<file path="config.mk">
export PLATFORM = sky130hd
export DESIGN_NAME = sudoku_wb_arbiter
export DESIGN_NICKNAME = d
export VERILOG_FILES = /design/src/rtl/sudoku_wb_pkg.sv /design/src/rtl/sudoku_wb_timeout_cnt.sv /design/src/rtl/sudoku_wb_arbiter.sv
export SDC_FILE = /design/constraint.sdc
export NUM_CORES = 1
export LEC_CHECK = 0
export ABC_AREA = 1
export CORE_AREA = 2 2 123 125
export DETAILED_ROUTE_END_ITERATION = 12
export DIE_AREA = 0 0 125 127
export PLACE_DENSITY_LB_ADDON = 0.1
export SYNTH_ARGS = -nofsm -noshare
export SYNTH_HDL_FRONTEND = slang
export SYNTH_SLANG_ARGS = --single-unit
</file>
<file path="constraint.sdc">
create_clock -name wb_clk_i -period 2 [get_ports wb_clk_i]
set_clock_uncertainty 0.05 [all_clocks]
set_input_delay 0.3 -clock wb_clk_i [delete_from_list [all_inputs] [get_ports wb_clk_i]]
set_output_delay 0.3 -clock wb_clk_i [all_outputs]
set_load 0.01 [all_outputs]
</file>
<file path="src/rtl/sudoku_wb_pkg.sv">
// +----------------------------------------------------------------------------+
// | sudoku_wb_pkg                                                              |
// | Shared types and constants for the sudoku accelerator Wishbone arbiter.   |
// | Rev 1.0 - initial release                                                  |
// +----------------------------------------------------------------------------+
`default_nettype none

package sudoku_wb_pkg;

  localparam int WB_ADR_W = 32;
  localparam int WB_DAT_W = 32;
  localparam int WB_SEL_W = 4;

  localparam logic [WB_DAT_W-1:0] WB_TIMEOUT_DATA = 32'hDEAD_BEEF;

  typedef enum logic [1:0] {
    ST_IDLE = 2'd0,
    ST_GNT0 = 2'd1,
    ST_GNT1 = 2'd2
  } arb_state_e;

  typedef enum logic {
    M0 = 1'b0,
    M1 = 1'b1
  } master_e;

  typedef struct packed {
    logic [WB_ADR_W-1:0] adr;
    logic [WB_DAT_W-1:0] dat;
    logic [WB_SEL_W-1:0] sel;
    logic                we;
    logic                cyc;
    logic                stb;
  } wb_req_t;

  // One-hot {m1,m0} grant vector for a given arbiter state.
  function automatic logic [1:0] state_to_grant(input arb_state_e s);
    return {s == ST_GNT1, s == ST_GNT0};
  endfunction

endpackage

`default_nettype wire

</file>
<file path="src/rtl/sudoku_wb_timeout_cnt.sv">
// +----------------------------------------------------------------------------+
// | sudoku_wb_timeout_cnt                                                      |
// | Stall counter; expire_o is high while the count sits at TIMEOUT_CYCLES.   |
// | Rev 1.0 - initial release                                                  |
// +----------------------------------------------------------------------------+
`default_nettype none

module sudoku_wb_timeout_cnt #(
  parameter int TIMEOUT_CYCLES = 255,
  parameter int TIMEOUT_W      = 8
) (
  input  logic clk_i,
  input  logic rst_ni,
  input  logic inc_i,
  input  logic clr_i,
  output logic expire_o
);

  localparam logic [TIMEOUT_W-1:0] LIMIT = TIMEOUT_W'(TIMEOUT_CYCLES);

  logic [TIMEOUT_W-1:0] cnt_q, cnt_d;

  // Saturates at the limit so the counter can never wrap past expiry.
  always_comb begin
    cnt_d = cnt_q;
    if (clr_i) begin
      cnt_d = '0;
    end else if (inc_i && (cnt_q != LIMIT)) begin
      cnt_d = cnt_q + 1'b1;
    end
  end

  always_ff @(posedge clk_i) begin
    if (!rst_ni) begin
      cnt_q <= '0;
    end else begin
      cnt_q <= cnt_d;
    end
  end

  assign expire_o = (cnt_q == LIMIT);

endmodule

`default_nettype wire

</file>
<file path="src/rtl/sudoku_wb_arbiter.sv">
// +----------------------------------------------------------------------------+
// | sudoku_wb_arbiter                                                          |
// | 2-master round-robin Wishbone arbiter; optional stall timeout via the     |
// | WB_TIMEOUT_EN macro.                                                       |
// | Rev 1.0 - initial release                                                  |
// +----------------------------------------------------------------------------+
`default_nettype none

module sudoku_wb_arbiter
  import sudoku_wb_pkg::*;
#(
  parameter int TIMEOUT_CYCLES = 255,
  parameter int TIMEOUT_W      = 8
) (
  input  logic                wb_clk_i,
  input  logic                wb_rst_ni,
  input  logic [WB_ADR_W-1:0] m0_adr_i,
  input  logic [WB_DAT_W-1:0] m0_dat_i,
  input  logic [WB_SEL_W-1:0] m0_sel_i,
  input  logic                m0_we_i,
  input  logic                m0_cyc_i,
  input  logic                m0_stb_i,
  output logic                m0_ack_o,
  output logic [WB_DAT_W-1:0] m0_dat_o,
  input  logic [WB_ADR_W-1:0] m1_adr_i,
  input  logic [WB_DAT_W-1:0] m1_dat_i,
  input  logic [WB_SEL_W-1:0] m1_sel_i,
  input  logic                m1_we_i,
  input  logic                m1_cyc_i,
  input  logic                m1_stb_i,
  output logic                m1_ack_o,
  output logic [WB_DAT_W-1:0] m1_dat_o,
  output logic [WB_ADR_W-1:0] s_adr_o,
  output logic [WB_DAT_W-1:0] s_dat_o,
  output logic [WB_SEL_W-1:0] s_sel_o,
  output logic                s_we_o,
  output logic                s_cyc_o,
  output logic                s_stb_o,
  input  logic                s_ack_i,
  input  logic [WB_DAT_W-1:0] s_dat_i,
  output logic [1:0]          grant_o,
  output logic                timeout_o
);

  arb_state_e state_q, state_d;
  master_e    last_q, last_d;
  logic [1:0] grant_q;
  logic       timeout_q;

  wb_req_t req_m0, req_m1, req_gnt;
  logic    sel_m0, sel_m1;
  logic    stb_raw, expire, ack_any;
  logic [WB_DAT_W-1:0] rsp_dat;

  always_comb begin
    state_d = state_q;
    unique case (state_q)
      ST_GNT0: if (!m0_cyc_i) state_d = m1_cyc_i ? ST_GNT1 : ST_IDLE;
      ST_GNT1: if (!m1_cyc_i) state_d = m0_cyc_i ? ST_GNT0 : ST_IDLE;
      default: begin
        // On a tie the master that was not granted most recently wins.
        if (m0_cyc_i && m1_cyc_i) begin
          state_d = (last_q == M1) ? ST_GNT0 : ST_GNT1;
        end else if (m0_cyc_i) begin
          state_d = ST_GNT0;
        end else if (m1_cyc_i) begin
          state_d = ST_GNT1;
        end
      end
    endcase
  end

  always_comb begin
    last_d = last_q;
    if (state_d == ST_GNT0) last_d = M0;
    else if (state_d == ST_GNT1) last_d = M1;
  end

  always_ff @(posedge wb_clk_i) begin
    if (!wb_rst_ni) begin
      state_q   <= ST_IDLE;
      last_q    <= M1;
      grant_q   <= 2'b00;
      timeout_q <= 1'b0;
    end else begin
      state_q   <= state_d;
      last_q    <= last_d;
      grant_q   <= state_to_grant(state_d);
      timeout_q <= timeout_q | expire;
    end
  end

  assign sel_m0 = (state_q == ST_GNT0);
  assign sel_m1 = (state_q == ST_GNT1);
  assign req_m0 = {m0_adr_i, m0_dat_i, m0_sel_i, m0_we_i, m0_cyc_i, m0_stb_i};
  assign req_m1 = {m1_adr_i, m1_dat_i, m1_sel_i, m1_we_i, m1_cyc_i, m1_stb_i};

  always_comb begin
    req_gnt = '0;
    if (sel_m0) req_gnt = req_m0;
    else if (sel_m1) req_gnt = req_m1;
  end

  assign stb_raw = req_gnt.stb;

`ifdef WB_TIMEOUT_EN
  logic cnt_hit;

  sudoku_wb_timeout_cnt #(
    .TIMEOUT_CYCLES(TIMEOUT_CYCLES),
    .TIMEOUT_W     (TIMEOUT_W)
  ) u_timeout_cnt (
    .clk_i   (wb_clk_i),
    .rst_ni  (wb_rst_ni),
    .inc_i   (stb_raw & ~s_ack_i),
    .clr_i   (s_ack_i | expire | (state_d != state_q)),
    .expire_o(cnt_hit)
  );

  // A real ack in the expiry cycle wins over the forced termination.
  assign expire = cnt_hit & stb_raw & ~s_ack_i;
`else
  logic unused_cfg;
  assign unused_cfg = (TIMEOUT_CYCLES < (1 << TIMEOUT_W));
  assign expire     = 1'b0;
`endif

  assign s_adr_o = req_gnt.adr;
  assign s_dat_o = req_gnt.dat;
  assign s_sel_o = req_gnt.sel;
  assign s_we_o  = req_gnt.we;
  assign s_cyc_o = req_gnt.cyc;
  assign s_stb_o = stb_raw & ~expire;

  assign ack_any  = s_ack_i | expire;
  assign rsp_dat  = expire ? WB_TIMEOUT_DATA : s_dat_i;
  assign m0_ack_o = sel_m0 & ack_any;
  assign m1_ack_o = sel_m1 & ack_any;
  assign m0_dat_o = sel_m0 ? rsp_dat : '0;
  assign m1_dat_o = sel_m1 ? rsp_dat : '0;

  assign grant_o   = grant_q;
  assign timeout_o = timeout_q;

endmodule

`default_nettype wire

</file>
==> results of run 1 <==
==> layer usage <==
layer  up-vias  routed length [um]
li1       1895                   -
met1      1614                4596
met2       201                6784
met3         9                1020
met4         0                 142
met5         -                   0
==> logic make-up (layout without fill, tap and decap cells) <==
family / after synthesis / count (layout)
and+or+nand+nor: 300 / 300
buffers and inverters: 111 / 429
AOI/OAI and AO/OA: 4 / 4
DFF: 5 / 5
other: 1 / 1
adders and majority gates: 6 / 6
==> worst paths after layout <==
path / from / endpoint / slack, ns
setup reg to reg: state_q[1] / last_q / 0.11
setup / recovery: state_q[0] / s_adr_o[23] / 0.07
hold reg to reg: last_q / last_q / 0.43
hold / removal: last_q / last_q / 0.43
==> state kept, by name, indices dropped and copies added, names as in the netlist <==
| register | flops |
|---|---|
| grant_o | 2 |
| state_q | 2 |
| last_q | 1 |
==> area by class of cell <==
class                           count  area [sq um]  area share (%)
Inverter                           79         301.5           5.416
Timing Repair Buffer              346          3491           62.70
Sequential cell                     5         103.9           1.865
Clock buffer                        4         78.83           1.416
Multi-Input combinational cell    311          1363           24.47
Tap cell                          184         230.2           4.135
==> Yosys cell counts <==
cell type / number
nand2_1: 221
nand3_1: 76
inv_1: 53
inv_2: 25
buf_2: 15
buf_4: 12
ha_1: 6
buf_6: 5
dfxtp_1: 5
o21ai_0: 3
a21oi_1: 1
clkinv_2: 1
conb_1: 1
nand2_2: 1
nor2_1: 1
nor2_2: 1
==> power by group <==
group	internal, W	switching [W]
Sequential	0.000154	0.0000241
Clock	0.000264	0.0000678
Combinational	0.00294	0.00300
==> worst min-delay path, cell delays in order, from the launching register on <==
cell and delay (ns):
dfxtp_1 0.32, a21oi_1 0.06, o21ai_0 0.06
==> through the flow <==
stage,instances,util (%)
6_report,929,38.60
3_5_place_dp,916,37.60
5_1_grt,929,38.60
3_3_place_gp,916,37.60
2_1_floorplan,427,-
4_1_cts,928,38.36
==> timing repair <==
item                       4_1_cts  5_1_grt
hold endpoints to repair         0        0
pin swaps                        0        1
setup endpoints to repair      137       13
setup buffers                    4        0
cloned                           4        1
gates resized for setup        147       25
==> results.json, run 1 <==
{
  "firstDrtPassIters": 4,
  "grt_use_total_pct": 14.37,
  "clock-sinks": 5,
  "yosysSeqAreaShare_pct": 5.148,
  "synth-seq-cells": 5,
  "start_util_pct": 13.48,
  "critPathCaptureType": "output port",
  "path_cells": "inv_1, ha_4, buf_12, buf_12, nand3_1, nand2_1, dlygate4sd2_1",
  "post-place-ws_ns": -0.02119,
  "drc": 0,
  "busiest_layer": "met2",
  "grt_pass1_wl_mm": 18.69,
  "reg2reg_depth": 11,
  "hold-worst-slack_ns": 0.4341,
  "cpMostUsedCell": "buf_12",
  "yosysWarnings": 0,
  "max_freq_mhz": 517.7,
  "finalMaxSlewViolations": 0,
  "cts_max_path_buffers": 2,
  "die_h_um": 127,
  "clk_latency_ns": 0.23,
  "cts_hold_buffers": 0,
  "p_total_w": 0.006454,
  "cp_max_fo": 23,
  "startpoint_type": "register",
  "slowest_delay_ns": 0.34,
  "synth.area.top_cells": "nand2_1 (43%), nand3_1 (20%), inv_1 (10%), dfxtp_1 (5.1%), inv_2 (4.8%)",
  "muxShareOfSynthArea_pct": 0,
  "num_io_pins": 317,
  "syn2layout_area_growth_pct": 186.4,
  "status": "finished clean",
  "grt.met1_usage_pct": 14.90,
  "postRouteWirelength_mm": 12.54,
  "placed_cell_area_sq_mm": 0.005424,
  "grt_max_degree": 31,
  "synth-xor-area-share_pct": 0,
  "hp-class": "reg2reg",
  "peakVddDrop_mv": 0.4948,
  "worst-path-stages": 7,
  "drv_cap": 0,
  "fillCellCount": 1584,
  "setup_slack_ns": 0.06822,
  "cts_buffers": 3,
  "path_class": "reg2out",
  "post-dp-hpwl_mm": 9.957,
  "clk_pin_slew_ns": 0.03,
  "overflow": 0,
  "cts_tree": "yes",
  "final_cell_mix": "nand2_1 (221), clkdlybuf4s50_1 (178), dlygate4sd2_1 (118), nand3_1 (76), inv_1 (53)",
  "h-tree-depth": 1,
  "antenna_cells": 0,
  "dieArea_sq_mm": 0.01588,
  "use_met2_pct": 29.35,
  "p_leak_nw": 3.399,
  "hold_viol_final": 0,
  "vias_per_cell": 4.003,
  "gp_congestion": 0.8437,
  "final_nets": 929,
  "syn_nets": 610,
  "final_cell_area_sq_mm": 0.005568,
  "ys_types": 16,
  "netlist_instances": 427,
  "finalSetupTns_ns": 0,
  "rsz0062_at_grt": "true",
  "fp.coreArea_sq_mm": 0.01442,
  "port_buffers": 315,
  "rows": 44,
  "fin_crit_ns": 1.932,
  "crit_slowest_cell": "dfxtp_4",
  "route.vias.total": 3719,
  "final_common_cell": "nand2_1",
  "antenna_found_initial": 0,
  "die_w_um": 125,
  "first_global_vias": 3669,
  "period_share_pct": 96.59,
  "finalSetupViolCount": 0,
  "synth_compound_area_share_pct": 1.030,
  "post_drt_wl_per_cell_um": 13.50,
  "worstPathArrival_ns": 1.58,
  "holdPathStages": 2,
  "drive_above_1_share_pct": 9.396,
  "synthAdderAreaFrac_pct": 3.861,
  "gr-usage-met3_pct": 3.224,
  "first_iter_violations": 110,
  "synth_top_area_share_pct": 42.66,
  "synthSimpleGateAreaFrac_pct": 63.06,
  "yosys.area.top_type": "nand2_1",
  "worstPathBufferInverterCount": 4,
  "syn_area_sq_mm": 0.001944,
  "drtAntennaViolNets": 0,
  "clockRootBuffer": "clkbuf_16",
  "powerDensity_mw_per_mm2": 1159,
  "syn_area_per_cell_sq_um": 4.554,
  "cp.required_ns": 1.65,
  "worst_path_dominant_cell_family": "buffers and inverters",
  "synth_top_family_by_area": "simple AND/OR/NAND/NOR gates"
}
(Power assumes the default switching activity.)
==> run 2: changes to the inputs <==
--- a/config.mk
+++ b/config.mk
@@ -9,7 +9,7 @@
 export CORE_AREA = 2 2 123 125
 export DETAILED_ROUTE_END_ITERATION = 12
 export DIE_AREA = 0 0 125 127
-export PLACE_DENSITY_LB_ADDON = 0.1
+export PLACE_DENSITY_LB_ADDON = 0.3
 export SYNTH_ARGS = -nofsm -noshare
 export SYNTH_HDL_FRONTEND = slang
 export SYNTH_SLANG_ARGS = --single-unit
==> run 2 against run 1 <==
Clock power about the same. Worst hold slack better by 0.0017 ns. Core utilization down 0.80 points. Register-to-register slack about the same. Final cell count down 0.11%. Fmax down 0.22%. Sequential cell count unchanged. Die area unchanged. Critical path type unchanged. Critical endpoint is now m0_dat_o[10].
==> results.json, run 2 (same netlist as run 1, synthesis figures left out) <==
{
  "cts_tree": "yes",
  "post-dp-hpwl_mm": 9.520,
  "start_util_pct": 13.48,
  "p_leak_nw": 3.410,
  "firstDrtPassIters": 4,
  "final_cell_area_sq_mm": 0.005453,
  "drive_above_1_share_pct": 9.543,
  "finalMaxSlewViolations": 0,
  "grt_use_total_pct": 13.37,
  "route.vias.total": 3599,
  "grt_pass1_wl_mm": 17.58,
  "die_w_um": 125,
  "cp.required_ns": 1.65,
  "antenna_found_initial": 0,
  "clockRootBuffer": "clkbuf_16",
  "drv_cap": 0,
  "final_common_cell": "nand2_1",
  "fin_crit_ns": 1.936,
  "h-tree-depth": 1,
  "grt_max_degree": 47,
  "worstPathArrival_ns": 1.59,
  "placed_cell_area_sq_mm": 0.005384,
  "vias_per_cell": 3.878,
  "hp-class": "reg2reg",
  "post_drt_wl_per_cell_um": 12.62,
  "num_io_pins": 317,
  "cts_hold_buffers": 0,
  "dieArea_sq_mm": 0.01588,
  "final_nets": 928,
  "clk_pin_slew_ns": 0.04,
  "first_global_vias": 3418,
  "final_cell_mix": "nand2_1 (219), clkdlybuf4s50_1 (178), dlygate4sd2_1 (131), nand3_1 (76), inv_1 (51)",
  "max_freq_mhz": 516.5,
  "syn2layout_area_growth_pct": 180.4,
  "die_h_um": 127,
  "clk_latency_ns": 0.23,
  "gp_congestion": 0.7670,
  "cts_buffers": 3,
  "cts_max_path_buffers": 2,
  "period_share_pct": 96.80,
  "path_class": "reg2out",
  "drc": 0,
  "status": "finished clean",
  "rsz0062_at_grt": "true",
  "hold_viol_final": 0,
  "rows": 44,
  "startpoint_type": "register",
  "powerDensity_mw_per_mm2": 1131,
  "peakVddDrop_mv": 0.5949,
  "critPathCaptureType": "output port",
  "finalSetupViolCount": 0,
  "clock-sinks": 5,
  "first_iter_violations": 87,
  "antenna_cells": 0,
  "postRouteWirelength_mm": 11.71,
  "overflow": 0,
  "cp_max_fo": 17,
  "hold-worst-slack_ns": 0.4357,
  "fp.coreArea_sq_mm": 0.01442,
  "port_buffers": 315,
  "drtAntennaViolNets": 0
}
-- run 2: cell types whose count changed in the layout (fill, tap and decap cells not counted), moves of 4 or more --
cell / delta
buf_12: -6
dlygate4sd2_1: +13
buf_4: +6
clkbuf_2: -4
clkdlybuf4s15_1: -11
-- run 2: final cells by class --
cell class                      count  area, sq um
Tap cell                          184        230.2
Multi-Input combinational cell    311         1380
Clock buffer                        4        78.83
Sequential cell                     5        105.1
Inverter                           79        301.5
Timing Repair Buffer              345         3357
Fill cell                        1620         8971
-- run 2: layer usage --
metal	share of wire [%]	vias to the layer above	GRT usage, %
met5	0	-	0
met4	1.3	0	1.961
met3	8.1	13	2.806
met2	51	181	25.58
met1	39	1516	15.61
li1	-	1889	-
-- run 2: repair_timing --
| action | CTS | global route |
|---|---|---|
| setup buffers | 2 | 1 |
| cloned | 2 | 0 |
| setup endpoints to repair | 138 | 7 |
| resized for setup | 149 | 12 |
| pin swaps | 0 | 3 |
-- run 2: final timing paths --
path	startpoint	to	slack [ns]	cells past startpoint
hold / removal	last_q	last_q	0.44	2
hold reg to reg	last_q	last_q	0.44	2
setup reg to reg	state_q[1]	last_q	0.12	13
setup / recovery	state_q[1]	m0_dat_o[10]	0.06	8
-- run 2: where the power goes --
part	internal, W	switching, W	total, W
Combinational	0.00271	0.00293	0.00565
Clock	0.000265	0.0000691	0.000334
Sequential	0.000157	0.0000291	0.000186
-- run 2: stage by stage --
stage	total power [W]	cells	util [%]	setup TNS, ns	worst slack [ns]
6_report	0.006166	928	37.80	0	0.06396
5_1_grt	0.006751	928	37.80	-0.001992	-0.001992
3_5_place_dp	0.006260	919	37.33	0	0.01508
3_3_place_gp	0.006248	919	37.33	0	0.001081
4_1_cts	0.006194	927	37.55	-0.2922	-0.1735
2_1_floorplan	0.002914	427	-	0	0.2671
-- run 2: critical path, stage by stage (launching register included) --
cell and delay, ns:
dfxtp_2 0.33, inv_2 0.05, buf_4 0.14, ha_4 0.18, buf_4 0.14, buf_12 0.14, nand2_1 0.07, inv_1 0.03
dlygate4sd2_1 0.27
==> run 3: changes to the inputs <==
==> constraint.sdc (replaced) <==
create_clock -name wb_clk_i -period 2 [get_ports wb_clk_i]
set_clock_uncertainty 0.05 [all_clocks]
set_input_delay 0.3 -clock wb_clk_i [delete_from_list [all_inputs] [get_ports wb_clk_i]]
set_output_delay 0.3 -clock wb_clk_i [all_outputs]
set_load 0.05 [all_outputs]
==> run 3 against run 2 <==
Sequential share of layout area shrank 0.24 points. Via count shrank 0.39%. Critical path type unchanged. Worst setup slack gained 0.0070 ns. Sequential power is essentially flat. Worst hold slack lost 0.0078 ns. Largest power group unchanged.
==> results.json, run 3 (same netlist as run 1, synthesis figures left out) <==
{
  "status": "finished clean",
  "finalMaxSlewViolations": 0,
  "hp-class": "reg2reg",
  "finalSetupViolCount": 0,
  "period_share_pct": 96.45,
  "path_class": "reg2out",
  "h-tree-depth": 1,
  "overflow": 0,
  "max_freq_mhz": 518.4,
  "grt_pass1_wl_mm": 17.83,
  "num_io_pins": 317,
  "worstPathArrival_ns": 1.58,
  "clockRootBuffer": "clkbuf_16",
  "first_iter_violations": 100,
  "vias_per_cell": 3.901,
  "firstDrtPassIters": 4,
  "p_total_w": 0.01086,
  "drtAntennaViolNets": 0,
  "clk_latency_ns": 0.22,
  "cts_tree": "yes",
  "grt_max_degree": 53,
  "fin_crit_ns": 1.929,
  "drive_above_1_share_pct": 26.53,
  "rows": 44,
  "critPathCaptureType": "output port",
  "finalSetupTns_ns": 0,
  "drv_cap": 0,
  "holdPathStages": 2,
  "p_leak_nw": 3.273,
  "dieArea_sq_mm": 0.01588,
  "final_common_cell": "nand2_1",
  "cts_buffers": 3,
  "die_h_um": 127,
  "antenna_cells": 0,
  "final_cell_mix": "nand2_1 (221), clkdlybuf4s50_1 (178), nand3_1 (76), buf_12 (72), buf_4 (70)",
  "gp_congestion": 0.7468,
  "fp.coreArea_sq_mm": 0.01442,
  "max_slew_margin_pct": 66.29,
  "grt_use_total_pct": 13.66,
  "cp.required_ns": 1.65,
  "cp_max_fo": 6,
  "clk_pin_slew_ns": 0.03,
  "postRouteWirelength_mm": 12.04,
  "startpoint_type": "register",
  "start_util_pct": 13.48,
  "rsz0062_at_grt": "false",
  "first_global_vias": 3319,
  "syn2layout_area_growth_pct": 213.1,
  "reg2reg_depth": 10,
  "cts_max_path_buffers": 2,
  "clock-sinks": 5,
  "hold_start": "last_q",
  "post_drt_wl_per_cell_um": 13.10,
  "hold_viol_final": 0,
  "port_buffers": 315,
  "drc": 0,
  "antenna_found_initial": 1,
  "die_w_um": 125,
  "route.vias.total": 3585,
  "reg2reg_from": "state_q[0]",
  "critPathLaunch": "state_q[0]",
  "post-dp-hpwl_mm": 9.322,
  "powerDensity_mw_per_mm2": 1785,
  "peakVddDrop_mv": 0.8460,
  "final_nets": 919,
  "worst_pin_slew_ns": 0.5041
}
## run 3: cell types whose count changed in the layout (fill, tap and decap cells not counted), sizes merged
cell / before / now
dlygate4sd2: 131 / 0
buf: 30 / 155
clkdlybuf4s15: 4 / 0
clkbuf: 4 / 6
dlymetal6s2s: 2 / 0
bufbuf: 0 / 1
## run 3: cell type report
class	count	area (sq um)
fillers	1523	8337
repair buffers	336	4020
multi-input cells	311	1354
inverters	79	301.5
well taps	184	230.2
flip-flops and latches	5	102.6
clock buffers	4	78.83
## run 3: power by group
group	switching, W	internal, W	total (W)
clock network	0.0000612	0.000264	0.000325
logic	0.00645	0.00391	0.0104
registers	0.0000341	0.000153	0.000187
## run 3: stage by stage
stage               area, sq um  setup slack (ns)  std cells  util (%)  hold slack, ns
floorplan                  1944            0.1967        427         -          0.3435
global placement           5767           0.05204        904     39.98          0.4101
detailed placement         5767           0.04423        904     39.98          0.4254
CTS                        5993           0.01594        911     41.55          0.4327
global route               6087         0.0009770        919     42.20          0.4586
finish                     6087           0.07094        919     42.20          0.4279
## run 3: metal layers
metal  vias up  wire, um  track usage, %  share of wire (%)
met1      1488      4781           15.74                 40
li1       1878         -               -                  -
met4         2       150           2.092                1.2
met5         -        13               0               0.11
met2       201      6126           26.05                 51
met3        16       971           3.266                8.1
## run 3: repair_timing
item,CTS,global route
pin swaps,0,1
resized for setup,16,3
hold buffers,0,0
setup endpoints to repair,59,37
cloned,2,2
setup buffers,1,6
## run 3: final timing paths
path | slack [ns] | to
setup / recovery | 0.07 | s_sel_o[0]
hold / removal | 0.43 | last_q
setup reg to reg | 0.16 | last_q
hold reg to reg | 0.43 | last_q
## run 3: worst max-delay path: stages (launching register included)
cell and delay [ns]:
dfxtp_2 0.34, inv_1 0.10, ha_4 0.23, buf_2 0.18, buf_4 0.13, nand3_1 0.07
nand2_1 0.10, buf_4 0.20
